**config.mk**
```make
export PLATFORM = sky130hd
export DESIGN_NAME = upa2_mc
export DESIGN_NICKNAME = d
export VERILOG_FILES = /design/src/rtl/upa2_mc.sv
export SDC_FILE = /design/constraint.sdc
export NUM_CORES = 1
export LEC_CHECK = 0
export ABC_AREA = 1
export BUFFER_PORTS_ARGS = -buffer_cell sky130_fd_sc_hd__buf_2
export CORE_ASPECT_RATIO = 1.1
export CORE_MARGIN = 3
export CORE_UTILIZATION = 50
export DETAILED_ROUTE_END_ITERATION = 6
export PLACE_DENSITY = 0.66
export RECOVER_POWER = 50
export SYNTH_ARGS = -nofsm -noshare
export SYNTH_HDL_FRONTEND = slang
export SYNTH_SLANG_ARGS = --single-unit
```
**constraint.sdc**
```tcl
create_clock -name clk -period 4.65 [get_ports clk]
set_clock_uncertainty 0.05 [all_clocks]
set_input_delay 0.2325 -clock clk [delete_from_list [all_inputs] [get_ports clk]]
set_output_delay 0.2325 -clock clk [all_outputs]
set_load 0.02 [all_outputs]
```
**src/rtl/upa2_mc.sv**
```systemverilog
// Multi-channel pipelined G.726 UPA2 pole-coefficient updater with a per-channel A2 bank.
// Stage 1 registers the request, uga2 and the A2 read; stage 2 holds the result and writes A2P back.
module upa2_mc #(
    parameter int CH       = 4,
    parameter int CHW      = 2,
    parameter bit LIMIT_EN = 1'b1
) (
    input  logic           clk,
    input  logic           reset,
    input  logic           in_valid,
    output logic           in_ready,
    input  logic [CHW-1:0] in_ch,
    input  logic           PK0,
    input  logic           PK1,
    input  logic           PK2,
    input  logic           SIGPK,
    input  logic [15:0]    A1,
    input  logic           load_valid,
    input  logic [CHW-1:0] load_ch,
    input  logic [15:0]    load_a2,
    output logic           out_valid,
    input  logic           out_ready,
    output logic [CHW-1:0] out_ch,
    output logic [15:0]    A2T,
    output logic [15:0]    A2P
);

    logic [15:0]    bank [CH];
    logic           s1_valid;
    logic [CHW-1:0] s1_ch;
    logic [15:0]    s1_uga2;
    logic [15:0]    s1_a2;

    logic           s1_advance;
    logic           wb_en;
    logic           accept;
    logic [15:0]    uga2_in;
    logic [15:0]    ula2;
    logic [15:0]    a2t_next;
    logic [15:0]    a2p_next;
    logic [15:0]    cap_a2;

    function automatic logic [15:0] calc_uga2(
        input logic        pk0,
        input logic        pk1,
        input logic        pk2,
        input logic        sigpk,
        input logic [15:0] a1
    );
        logic        pks1;
        logic        pks2;
        logic [16:0] uga2a;
        logic [16:0] fa1;
        logic [16:0] fa;
        logic [16:0] uga2b;
        pks1  = pk0 ^ pk1;
        pks2  = pk0 ^ pk2;
        uga2a = pks2 ? 17'd114688 : 17'd16384;
        if (!a1[15])
            fa1 = (a1 > 16'd8191) ? 17'd32764 : {a1[14:0], 2'b00};
        else
            fa1 = (a1 >= 16'd57345) ? {a1[14:0], 2'b00} : 17'd98308;
        fa    = pks1 ? fa1 : (17'd0 - fa1);
        uga2b = uga2a + fa;
        if (sigpk)
            calc_uga2 = 16'd0;
        else if (uga2b[16])
            calc_uga2 = 16'(uga2b >> 7) + 16'd64512;
        else
            calc_uga2 = 16'(uga2b >> 7);
    endfunction

    assign s1_advance = !out_valid || out_ready;
    assign wb_en      = s1_valid && s1_advance;
    assign in_ready   = !s1_valid || s1_advance;
    assign accept     = in_valid && in_ready;

    always_comb begin
        uga2_in  = calc_uga2(PK0, PK1, PK2, SIGPK, A1);
        ula2     = s1_a2[15] ? (16'd0 - (16'(s1_a2 >> 7) + 16'd65024))
                             : (16'd0 - 16'(s1_a2 >> 7));
        a2t_next = s1_a2 + s1_uga2 + ula2;
        a2p_next = a2t_next;
        if (LIMIT_EN && ($signed(a2t_next) > 16'sd12288))
            a2p_next = 16'h3000;
        else if (LIMIT_EN && ($signed(a2t_next) < -16'sd12288))
            a2p_next = 16'hD000;
    end

    // A same-edge load beats a same-edge writeback, which beats the stale bank entry.
    always_comb begin
        cap_a2 = bank[in_ch];
        if (wb_en && (s1_ch == in_ch))
            cap_a2 = a2p_next;
        if (load_valid && (load_ch == in_ch))
            cap_a2 = load_a2;
    end

    always_ff @(posedge clk or posedge reset) begin
        if (reset) begin
            for (int i = 0; i < CH; i++)
                bank[i] <= '0;
            s1_valid  <= 1'b0;
            s1_ch     <= '0;
            s1_uga2   <= '0;
            s1_a2     <= '0;
            out_valid <= 1'b0;
            out_ch    <= '0;
            A2T       <= '0;
            A2P       <= '0;
        end else begin
            if (wb_en)
                bank[s1_ch] <= a2p_next;
            if (load_valid)
                bank[load_ch] <= load_a2;
            if (s1_advance) begin
                out_valid <= s1_valid;
                if (s1_valid) begin
                    out_ch <= s1_ch;
                    A2T    <= a2t_next;
                    A2P    <= a2p_next;
                end
            end
            if (accept) begin
                s1_valid <= 1'b1;
                s1_ch    <= in_ch;
                s1_uga2  <= uga2_in;
                s1_a2    <= cap_a2;
            end else if (s1_advance) begin
                s1_valid <= 1'b0;
            end
        end
    end

endmodule

```
==> impl_metrics.yaml <==
worst_setup_path:
  r2r_slack_ps: 330
  cp.required_ps: 4950
  critPathArrivalTime_ps: 4620
  endpoint_kind: "flip-flop"
  crit_top_cell: "nand2_1"
  r2r-start: "s1_a2[7]"
  path_max_fanout: 6
  startpoint_type: "flip-flop"
  cp_cell_sequence: "nor3_4 -> nor3b_4 -> nand2_1 -> nor3_2 -> nand2_1 -> ha_2 -> inv_1 -> fa_1 -> ha_1 -> nand2_1 -> nor2_1 -> and2_0 -> nand2_1 -> nand3_1 -> nand2_2 -> inv_2 -> o21ai_4 -> buf_4 -> a21oi_2 -> nand2_1 -> o21ai_1 -> nand2_1 -> nand2_1"
  path_class: "reg2reg"
  cpPeakStageDelay_ps: 430
  cp_slowest_cell: "fa_1"
  reg2reg_to: "s1_a2[2]"
  ff2ff_path_depth: 23
place:
  portBuffers: 80
  dpl.hpwl_um: 18200
  dp.cells: 1357
  gp_congestion: 0.900
clocking:
  cts_max_path_buffers: 2
  cts_sinks: 128
  root_buffer: "clkbuf_16"
  cts_inserted_buffers: 17
  path_clk_slew_ps: 60
  cts_tree: "done"
  insertion_delay_ps: 420
  cts_htree_levels: 4
logic_synthesis:
  synth.distinct_cells: 42
  ys_top_cells_by_area: "dfrtp_1 (39%), nand2_1 (12%), a21oi_1 (8.0%)"
  yosysMostFrequentCell: "nand2_1"
  synth_edf_count: 0
  synth_nets: 1181
  synth_seq_cells: 128
  synth.avg_cell_area_um2: 7.44
  synth-main-ff-cell: "dfrtp_1"
  yosys_warnings: 0
  async_flop_share: 1.00
  netlist_area_um2: 8210
  syn_inst: 1103
  yosysTopAreaCell: "dfrtp_1"
  yosys-top-cells-count: "nand2_1 (258), a21oi_1 (131), dfrtp_1 (128)"
  yosysSeqAreaShare: 0.390
  synth_top_area_frac: 0.390
detailed_routing:
  wl_per_cell_um: 18.4
  drt-initial-drc-count: 673
  ant_nets: 0
  vias_per_cell: 5.70
  routed-via-count: 7921
  dr.pass1.iters: 5
  wl_um: 25600
  drc: 0
timing:
  worst_pin_slew_ps: 2650
  fin_crit_ps: 4320
  tns_ps: 0
  max_freq_mhz: 232
  slew_headroom: -0.769
  final_hold_viol_count: 0
  fin_crit_sh: 0.929
  finalSetupViolCount: 0
  slew_violations: 112
global_routing:
  grt_pass1_wl_um: 41000
  grt_pass1_vias: 7608
  grt_antenna_before_repair: 0
  track_usage: 0.294
  grt_overflow: 0
  grt_max_degree: 66
worst_hold_path:
  min_from: "load_a2[1]"
  hold_path_class: "in2reg"
  worstHoldEndpoint: "bank[17]"
  holdPathStages: 3
layout:
  drive_gt1_frac: 0.118
  multi_input_area_um2: 4430
  nFillCells: 1519
  stdcell_count: 1390
  area_growth_pct: 15.8
  nets: 1257
  antenna_cells: 0
  final-seq-area_um2: 3200
floorplan:
  die_h_um: 140
  die_w_um: 128
  io_pins: 81
  row_count: 48
  core_um2: 15900
  start_util: 0.516
  die-area_um2: 18000
run_status:
  status: "complete, but fails checks"
  violations: "capacitance limit, slew limit"
run:
  max_cap_viol_count: 2
-- layer usage --
layer	global-route usage	part of all wire	vias up	wire [um]
met3	0.0610	0.071	60	1830
met4	0.131	0.037	0	950
met1	0.383	0.41	3719	10400
met5	0	0	-	0
met2	0.470	0.49	310	12400
li1	-	-	3832	-
-- state kept, by name, indices dropped and copies added (netlist names) --
| register | cells |
|---|---|
| bank | 64 |
| A2P | 16 |
| A2T | 16 |
| s1_a2 | 16 |
| s1_uga2 | 10 |
| out_ch | 2 |
| s1_ch | 2 |
| out_valid | 1 |
| s1_valid | 1 |
-- final cells by class --
class                   count  area share
multi-input cells         816       0.466
flip-flops and latches    128       0.337
repair buffers            112      0.0647
clock buffers              25      0.0543
inverters                 104      0.0412
well taps                 200      0.0263
clock inverters             5      0.0105
-- cells in the final DEF (no fill, tap or decap), types with 6 or more instances in the layout --
master and instances:
xnor2_1 10, dfrtp_1 128, nand3_1 80, o22ai_1 14
buf_2 44, nand2_1 256, nand4_1 6, clkbuf_1 39
a21oi_2 8, inv_1 100, nand2_2 6, xor2_1 10
clkbuf_16 17, ha_1 15, o21ai_0 68, clkbuf_8 6
a21oi_1 131, a22oi_1 43, buf_4 26, nor2_1 102
fa_1 17
-- critical path, delay by kind of cell, from the launching register on --
family                   cells  cell delay (ps)
AND/OR/NAND/NOR             14             1910
adder cells (fa/ha/maj)      3             1110
buffers and inverters        3              290
AO/OA/AOI/OAI                3              510
flip-flops                   1              410
-- per-stage QoR --
| step | setup WS (ps) | hold WS [ps] | utilization | instance area [um2] |
|---|---|---|---|---|
| detailed placement | 176 | 290 | 0.557 | 8860 |
| global placement | 238 | 284 | 0.557 | 8860 |
| CTS | 160 | 30.0 | 0.596 | 9490 |
| finish | 332 | 43.7 | 0.597 | 9500 |
| floorplan | 698 | 341 | - | 8210 |
| global route | -13.3 | 47.9 | 0.597 | 9500 |
-- worst max path at each step --
| stage | cells after the start | from | to |
|---|---|---|---|
| 6_report | 23 | s1_a2[7] | s1_a2[2] |
| 4_1_cts | 22 | s1_a2[8] | bank[7] |
| 5_1_grt | 25 | s1_a2[8] | s1_a2[13] |
| 2_1_floorplan | 22 | s1_a2[7] | s1_a2[4] |
| 3_5_place_dp | 22 | s1_a2[8] | bank[7] |
| 3_3_place_gp | 22 | s1_a2[8] | s1_a2[13] |
-- repair_timing --
action,CTS,global route
hold endpoints to repair,43,0
buffers inserted,0,2
setup endpoints to repair,0,87
gates resized for setup,0,11
hold buffers,1,0
-- cell families (layout without fill, tap and decap cells) --
kind of cell	count (synthesis)	after routing	synth area share
buffers and inverters	159	246	0.0790
adders and majority gates	33	33	0.0659
AOI/OAI and AO/OA	285	285	0.200
and+or+nand+nor	477	477	0.242
xor gates and xnor gates	21	21	0.0233
DFF	128	128	0.390
Power is not shown: default switching activity piles up to over one toggle a cycle in this logic, so the estimate is an artifact.
